File: src/rtl/mix_pkg.sv
// Shared constants and helpers for the multi-lane MIX pipeline.
// Rotations run at a wide fixed width with a runtime width argument so any lane width can share them.
package mix_pkg;

    localparam int MIX_W    = 64;
    localparam int MIX_WMAX = 512;

    function automatic logic [MIX_WMAX-1:0] rotl(input logic [MIX_WMAX-1:0] x, input int r, input int w);
        int s;
        logic [MIX_WMAX-1:0] m;
        s = r % w;
        m = (w >= MIX_WMAX) ? '1 : ((MIX_WMAX'(1) << w) - MIX_WMAX'(1));
        // x >> w is zero for s == 0, so R = 0 passes x through
        return ((x << s) | (x >> (w - s))) & m;
    endfunction

    function automatic logic [MIX_WMAX-1:0] rotr(input logic [MIX_WMAX-1:0] x, input int r, input int w);
        return rotl(x, (w - (r % w)) % w, w);
    endfunction

    function automatic int lane_lo(input int lane, input int w);
        return lane * w;
    endfunction

endpackage

File: src/rtl/mix_lane.sv
// Combinational per-lane MIX datapath, split into stage A (a, b) and stage B (y0, y1).
// Inverse MIX is built only when MIX_PIPE_INV_EN is defined.
module mix_lane
    import mix_pkg::*;
#(
    parameter int W = MIX_W
) (
    input  logic [W-1:0]         x0,
    input  logic [W-1:0]         x1,
    input  logic [$clog2(W)-1:0] rot,
    input  logic                 inv,
    output logic [W-1:0]         a,
    output logic [W-1:0]         b,
    input  logic [W-1:0]         a_in,
    input  logic [W-1:0]         b_in,
    input  logic                 inv_in,
    output logic [W-1:0]         y0,
    output logic [W-1:0]         y1
);

`ifdef MIX_PIPE_INV_EN
    // Inverse: a carries y0 and b recovers x1, so stage B only subtracts
    always_comb begin
        if (inv) begin
            a = x0;
            b = W'(rotr(MIX_WMAX'(x1 ^ x0), int'(rot), W));
        end else begin
            a = x0 + x1;
            b = W'(rotl(MIX_WMAX'(x1), int'(rot), W));
        end
    end

    always_comb begin
        if (inv_in) begin
            y0 = a_in - b_in;
            y1 = b_in;
        end else begin
            y0 = a_in;
            y1 = a_in ^ b_in;
        end
    end
`else
    logic unused_inv;
    assign unused_inv = inv ^ inv_in;

    assign a  = x0 + x1;
    assign b  = W'(rotl(MIX_WMAX'(x1), int'(rot), W));
    assign y0 = a_in;
    assign y1 = a_in ^ b_in;
`endif

endmodule

File: src/rtl/mix_pipe.sv
// Multi-lane pipelined Threefish MIX with valid/ready flow control and collapsing bubbles.
// Optional inverse mode is enabled by defining MIX_PIPE_INV_EN.
module mix_pipe
    import mix_pkg::*;
#(
    parameter int W     = MIX_W,
    parameter int LANES = 2,
    parameter int PIPE  = 2,
    localparam int RW   = $clog2(W)
) (
    input  logic                clk,
    input  logic                rst,
    input  logic                in_valid,
    output logic                in_ready,
    input  logic [LANES*W-1:0]  in_x0,
    input  logic [LANES*W-1:0]  in_x1,
    input  logic [LANES*RW-1:0] in_rot,
    input  logic                in_inv,
    output logic                out_valid,
    input  logic                out_ready,
    output logic [LANES*W-1:0]  out_y0,
    output logic [LANES*W-1:0]  out_y1,
    output logic                busy
);

    logic [PIPE-1:0] vld_q, vld_d;
    logic [PIPE-1:0] rdy;
    logic [PIPE-1:0] take;
    logic            inv_eff;
    logic            inv_s;
    logic [LANES-1:0][W-1:0] a_c, b_c, a_s, b_s, y0_c, y1_c;
    logic [LANES-1:0][W-1:0] y0_q, y0_d, y1_q, y1_d;

`ifdef MIX_PIPE_INV_EN
    assign inv_eff = in_inv;
`else
    logic unused_in_inv;
    assign unused_in_inv = in_inv;
    assign inv_eff       = 1'b0;
`endif

    // A stage may load when it is empty or everything downstream of it advances
    always_comb begin : rdy_chain
        logic r;
        r = out_ready;
        for (int k = PIPE - 1; k >= 0; k--) begin
            r      = !vld_q[k] || r;
            rdy[k] = r;
        end
    end

    always_comb begin
        take     = '0;
        vld_d    = vld_q;
        take[0]  = in_valid && rdy[0];
        vld_d[0] = rdy[0] ? in_valid : vld_q[0];
        for (int k = 1; k < PIPE; k++) begin
            take[k]  = vld_q[k-1] && rdy[k];
            vld_d[k] = rdy[k] ? vld_q[k-1] : vld_q[k];
        end
    end

    for (genvar i = 0; i < LANES; i++) begin : g_lane
        mix_lane #(.W(W)) u_lane (
            .x0     (in_x0[lane_lo(i, W) +: W]),
            .x1     (in_x1[lane_lo(i, W) +: W]),
            .rot    (in_rot[lane_lo(i, RW) +: RW]),
            .inv    (inv_eff),
            .a      (a_c[i]),
            .b      (b_c[i]),
            .a_in   (a_s[i]),
            .b_in   (b_s[i]),
            .inv_in (inv_s),
            .y0     (y0_c[i]),
            .y1     (y1_c[i])
        );
    end

    if (PIPE == 2) begin : g_two
        logic [LANES-1:0][W-1:0] a_q, a_d, b_q, b_d;
        logic                    inv_q, inv_d;

        always_comb begin
            a_d   = a_q;
            b_d   = b_q;
            inv_d = inv_q;
            if (take[0]) begin
                a_d   = a_c;
                b_d   = b_c;
                inv_d = inv_eff;
            end
        end

        always_ff @(posedge clk) begin
            if (rst) begin
                a_q   <= '0;
                b_q   <= '0;
                inv_q <= 1'b0;
            end else begin
                a_q   <= a_d;
                b_q   <= b_d;
                inv_q <= inv_d;
            end
        end

        assign a_s   = a_q;
        assign b_s   = b_q;
        assign inv_s = inv_q;
    end else begin : g_one
        assign a_s   = a_c;
        assign b_s   = b_c;
        assign inv_s = inv_eff;
    end

    always_comb begin
        y0_d = y0_q;
        y1_d = y1_q;
        if (take[PIPE-1]) begin
            y0_d = y0_c;
            y1_d = y1_c;
        end
    end

    always_ff @(posedge clk) begin
        if (rst) begin
            vld_q <= '0;
            y0_q  <= '0;
            y1_q  <= '0;
        end else begin
            vld_q <= vld_d;
            y0_q  <= y0_d;
            y1_q  <= y1_d;
        end
    end

    assign in_ready  = rdy[0] && !rst;
    assign out_valid = vld_q[PIPE-1];
    assign busy      = |vld_q;
    assign out_y0    = y0_q;
    assign out_y1    = y1_q;

endmodule

File: config.mk
export PLATFORM = sky130hd
export DESIGN_NAME = mix_pipe
export DESIGN_NICKNAME = d
export VERILOG_FILES = /design/src/rtl/mix_pkg.sv /design/src/rtl/mix_lane.sv /design/src/rtl/mix_pipe.sv
export SDC_FILE = /design/constraint.sdc
export NUM_CORES = 2
export LEC_CHECK = 0
export ABC_CLOCK_PERIOD_IN_PS = 6020
export CAP_MARGIN = 20
export CORE_MARGIN = 3
export CORE_UTILIZATION = 57
export DETAILED_ROUTE_END_ITERATION = 8
export PLACE_DENSITY_LB_ADDON = 0.3
export SLEW_MARGIN = 5
export SYNTH_ARGS = -nofsm -noshare
export SYNTH_HDL_FRONTEND = slang
export SYNTH_SLANG_ARGS = --single-unit
File: constraint.sdc
create_clock -name clk -period 6.02 [get_ports clk]
set_clock_uncertainty 0.15 [all_clocks]
set_input_delay 1.806 -clock clk [delete_from_list [all_inputs] [get_ports clk]]
set_output_delay 1.806 -clock clk [all_outputs]
set_load 0.005 [all_outputs]
Yosys cells after proc, flatten, opt, wreduce, memory -nomap -nowiden
Index checks and enable logic that the tools add are counted.
{"block": "word_totals", "regBits": 514, "in_bits": 273, "output_inout_bits": 259, "word_cells": 31}
{"block": "classes", "add_sub_neg": 4, "shift": 4, "bitwise_logic": 4, "n_reduce_logical": 9}
{"op": "$add 64x64->64", "count": 2}
{"op": "$or 64x64->64", "count": 2}
{"op": "$shl 64x6->64", "count": 2}
{"op": "$shr 64x32->64", "count": 2}
{"op": "$xor 64x64->64", "count": 2}
{"op": "$sub 7x6->8 const A", "count": 2}
{"op": "$logic_and 1x1->1", "count": 3}
{"op": "$logic_not 1->1", "count": 3}
{"op": "$logic_or 1x1->1", "count": 2}
{"op": "$reduce_or 2->1", "count": 1}

Logic depth before layout (Yosys ltp)
{"block": "logic_depth", "depth_word": 4, "depth_mapped": 16, "depth_no_buf": 12}

Modules after synthesis
Synthesis repeated with hierarchy kept, for this count alone.
{"block": "hier_totals", "cells_unflattened": 5855, "area_unflattened_um2": 46138.0}
{"module": "mix_pipe", "n_inst": 1, "cells_each": 2290, "area_each_um2": 21334.2, "seq_area_each_um2": 10289.9}
{"module": "mix_lane (g_lane[1].u_lane)", "n_inst": 1, "cells_each": 1795, "area_each_um2": 12454.4, "seq_area_each_um2": 0.0}
{"module": "mix_lane (g_lane[0].u_lane)", "n_inst": 1, "cells_each": 1770, "area_each_um2": 12349.3, "seq_area_each_um2": 0.0}

Least setup slack after synthesis
Ideal clock, no wire load.
{"block": "synth_path", "kind": "input -> register", "from": "in in_rot[1]", "to": "reg g_two.b_q, in the netlist b_s[6]", "setup_time_ps": 86, "arrival_time_ps": 4829, "t_required_ps": 5784, "setup_slack_ps": 955, "cell_stages": 15, "path_buffers": 5, "path_cell_list": "buf_2 > inv_2 > buf_2 > buf_2 > ha_1 > inv_2 > clkbuf_1 > buf_1 > mux2i_1 > nor2_1 > nor3_1 > a211oi_1 > a211oi_1 > a21oi_1 > a211oi_1"}
{"block": "synth_between", "elab_chain_len": 3, "elab_cells_between_ends": 4, "classes_between": "add/sub (1); shift (2); bitwise (1)"}
{"element": "start, declared", "line": "mix_pipe.sv:17", "rtl": "input logic [LANES*RW-1:0] in_rot,"}
{"element": "$sub 7x6->8", "line": "mix_pkg.sv:14", "rtl": "return ((x << s) | (x >> (w - s))) & m;"}
{"element": "$shr 64x32->64", "line": "mix_pkg.sv:14"}
{"element": "$or 64x64->64 *", "line": "mix_pkg.sv:14"}
{"element": "end signal, assigned", "line": "mix_pipe.sv:97", "rtl": "b_q <= '0;"}
{"element": "end signal, assigned", "line": "mix_pipe.sv:101", "rtl": "b_q <= b_d;"}
{"element": "end, declared", "line": "mix_pipe.sv:80", "rtl": "logic [LANES-1:0][W-1:0] a_q, a_d, b_q, b_d;"}
Every way passes the cells marked *; elsewhere a longest branch is shown, timed or not.
A chain may end at the register's enable or synchronous reset.

Final worst setup path
{"block": "layout_path", "from": "in in_rot[1]", "to": "reg g_two.b_q, in the netlist b_s[32]"}
Same word-level chain as after synthesis.

==> results.py <==
metrics = {
    "status": {
        "status": "completed",
    },
    "clock_tree": {
        "cts_tree": "done",
        "htree_num_levels": 2,
        "path_clk_slew_ns": 0.06,
        "post_cts_buffers": 0,
        "clock-sinks": 514,
        "clk_latency_ns": 0.65,
        "cts_resized": 0,
        "holdBufCountCts": 0,
        "clk_path_buf_depth": 3,
        "cts_root_buffer": "clkbuf_16",
        "numCtsBuffers": 56,
    },
    "sta": {
        "setup_viol": 0,
        "rsz0062_at_grt": "no",
        "tightestPinTransition_ns": 1.13,
        "fin_crit_sh": 0.888,
        "fin_crit_ns": 5.35,
        "hold_violations": 0,
        "relSlewSlack": 0.244,
        "finalSetupTns_ns": 0,
        "fmax_ghz": 0.187,
        "slew_violations": 0,
    },
    "setup_path": {
        "cpPeakStageDelay_ns": 0.84,
        "worst_path_max_delay_cell": "a2111oi_0",
        "path_cells": "clkdlybuf4s50_1 -> inv_2 -> ha_1 -> buf_4 -> mux4_2 -> mux2i_1 -> o21ai_0 -> nor2_1 -> nor3_1 -> a2111oi_0 -> buf_4 -> nor3_1",
        "cp-start-kind": "input pin",
        "r2r_slack_ns": 3.14,
        "arrival_ns": 5.66,
        "endpoint_kind": "register",
        "path_buf_inv": 4,
        "critPathTopFamily": "buffers and inverters",
        "worst_ep_required_time_ns": 6.34,
        "critPathKind": "in -> reg",
        "worst-path-max-fanout": 28,
    },
    "power": {
        "clkPwrFrac": 0.303,
        "power_switching_share": 0.380,
        "vdd_drop_max_uv": 298,
        "p_sw_uw": 4540,
        "leakagePower_uw": 0.0182,
        "power_density_nw_per_um2": 251,
        "seqPwrFrac": 0.332,
        "p_int_uw": 7410,
        "power_uw": 11900,
        "pwr-share-comb": 0.365,
    },
    "synthesis": {
        "syn_inst": 5303,
        "yosys.cell_types.count": 86,
        "ys_top_cells_by_count": "nor2_1, nand2_1, a21oi_1",
        "synth_top_area_share": 0.260,
        "synth_flop_cell": "dfxtp_1",
        "synth_edf_count": 0,
        "yosys-top-cells-area": "dfxtp_1, mux2i_1, a21oi_1",
        "async_flop_share": 0,
        "yosys.area.top_type": "dfxtp_1",
        "synth_seq_area_share": 0.260,
        "syn_area_sq_um": 39500,
        "avgSynthCellArea_sq_um": 7.45,
        "syn-num-nets": 5706,
        "synth.most_common_cell": "nor2_1",
        "ys_ff_latch": 514,
        "synth_warnings": 0,
    },
    "cells_and_area": {
        "drive_above_1_share": 0.0723,
        "finish.net_count": 6016,
        "postLayoutCellArea_sq_um": 47600,
        "final_util": 0.701,
        "area_growth_pct": 20.5,
    },
    "floorplanning": {
        "rows": 95,
        "dieArea_sq_um": 72500,
        "die_w_microns": 269,
        "core_sq_um": 68000,
        "pin_count": 532,
        "die_h_microns": 269,
        "start_util": 0.581,
    },
    "routing": {
        "wl_met3_microns": 22500,
        "drtPass1Iterations": 7,
        "ant_nets": 0,
        "dr.max_layer_used": "met5",
        "vias": 43700,
        "drt-initial-drc-count": 6795,
        "vias_per_cell": 6.64,
        "post_drt_wl_per_cell_microns": 25.7,
        "wl_microns": 169000,
        "wl_met1_microns": 68700,
        "wl_met2_microns": 70200,
        "drcViolationCount": 0,
    },
    "global_route": {
        "antenna_found_initial": 7,
        "gr-total-overflow": 0,
        "grt_pass1_wl_microns": 249000,
        "grt_pass1_vias": 39600,
        "grt_util_all_layers": 0.438,
        "grt_max_degree": 182,
    },
    "min_path": {
        "hold_path.class": "reg -> reg",
    },
    "place": {
        "io_buffers": 530,
        "dp_hpwl_microns": 130000,
        "gp_congestion": 1.15,
        "placed_area_sq_um": 45700,
    },
    "run": {
        "max_cap_violations": 0,
    },
}
per-layer routing:
metal	global-route usage	vias to the layer above
li1	-	19700
met1	0.611	20400
met4	0.165	4
met5	0	-
met2	0.639	3110
met3	0.125	461
path summary, 6_finish.rpt:
path                                              start                      end  cells past startpoint
worst min register to register  out_y0[13]$_SDFFE_PP0P_  out_y0[13]$_SDFFE_PP0P_                      2
worst max register to register    vld_q[1]$_SDFFE_PP0P_    a_s[126]$_SDFFE_PP0P_                      7
worst min-delay path            out_y0[13]$_SDFFE_PP0P_  out_y0[13]$_SDFFE_PP0P_                      2
worst max-delay path                          in_rot[1]     b_s[32]$_SDFFE_PP0P_                     12
power by group through the flow:
stage | clock (uW) | sequential (uW) | combinational (uW)
floorplan | 0 | 3920 | 2550
global placement | 0 | 4010 | 4090
detailed placement | 0 | 4020 | 4130
CTS | 3610 | 3960 | 4170
global route | 3740 | 3980 | 4580
finish | 3610 | 3970 | 4360
final cells by class:
| type | instances | area [sq um] |
|---|---|---|
| Multi-Input combinational cell | 4306 | 27500 |
| Fill cell | 5591 | 20300 |
| Sequential cell | 514 | 10300 |
| Timing Repair Buffer | 676 | 6570 |
| Clock buffer | 77 | 1570 |
| Tap cell | 921 | 1150 |
| Clock inverter | 25 | 342 |
| Inverter | 59 | 221 |
| Antenna cell | 6 | 15.0 |
flip-flops by register name, indices dropped and copies added (netlist names):
name    count
out_y1    128
a_s       128
out_y0    128
b_s       128
vld_q       2
per-stage QoR:
stage,worst slack [ns],hold WS [ns],std cells
floorplan,0.955,0.301,5303
global placement,0.276,0.292,6474
detailed placement,0.275,0.296,6474
CTS,0.838,0.304,6576
global route,0.645,0.319,6581
finish,0.673,0.305,6584
kinds of logic (layout without fill, tap and decap cells):
logic type / after synthesis / count (layout) / synth area share
other: 0 / 6 / 0
AND/OR/NAND/NOR: 1743 / 1743 / 0.188
adder cells (fa/ha/maj): 130 / 130 / 0.0415
AO/OA/AOI/OAI: 1674 / 1674 / 0.264
flip-flops: 514 / 514 / 0.260
XOR/XNOR: 249 / 249 / 0.0554
multiplexers: 510 / 510 / 0.143
buffers and inverters: 483 / 837 / 0.0480
placed cells by master, fill, tap and decap left out, drive strengths merged, types with 28 or more instances in the layout:
| master | n |
|---|---|
| buf | 151 |
| a221oi | 74 |
| o21ai | 405 |
| mux2i | 405 |
| ha | 128 |
| nor3 | 81 |
| nand3 | 40 |
| xnor2 | 208 |
| mux2 | 69 |
| nand2 | 680 |
| mux4 | 36 |
| dfxtp | 514 |
| a21o | 66 |
| clkbuf | 79 |
| inv | 64 |
| nand4 | 39 |
| nor2 | 682 |
| xor2 | 41 |
| o21bai | 28 |
| nand2b | 123 |
| o211ai | 90 |
| clkdlybuf4s50 | 523 |
| a21oi | 527 |
| a211oi | 322 |
tightest hold or removal path, cell delays in order (launching register included):
cell     delay [ns]
dfxtp_1        0.30
nand2_1        0.05
a21oi_1        0.05
No activity file was read; power rests on OpenSTA's default activity.
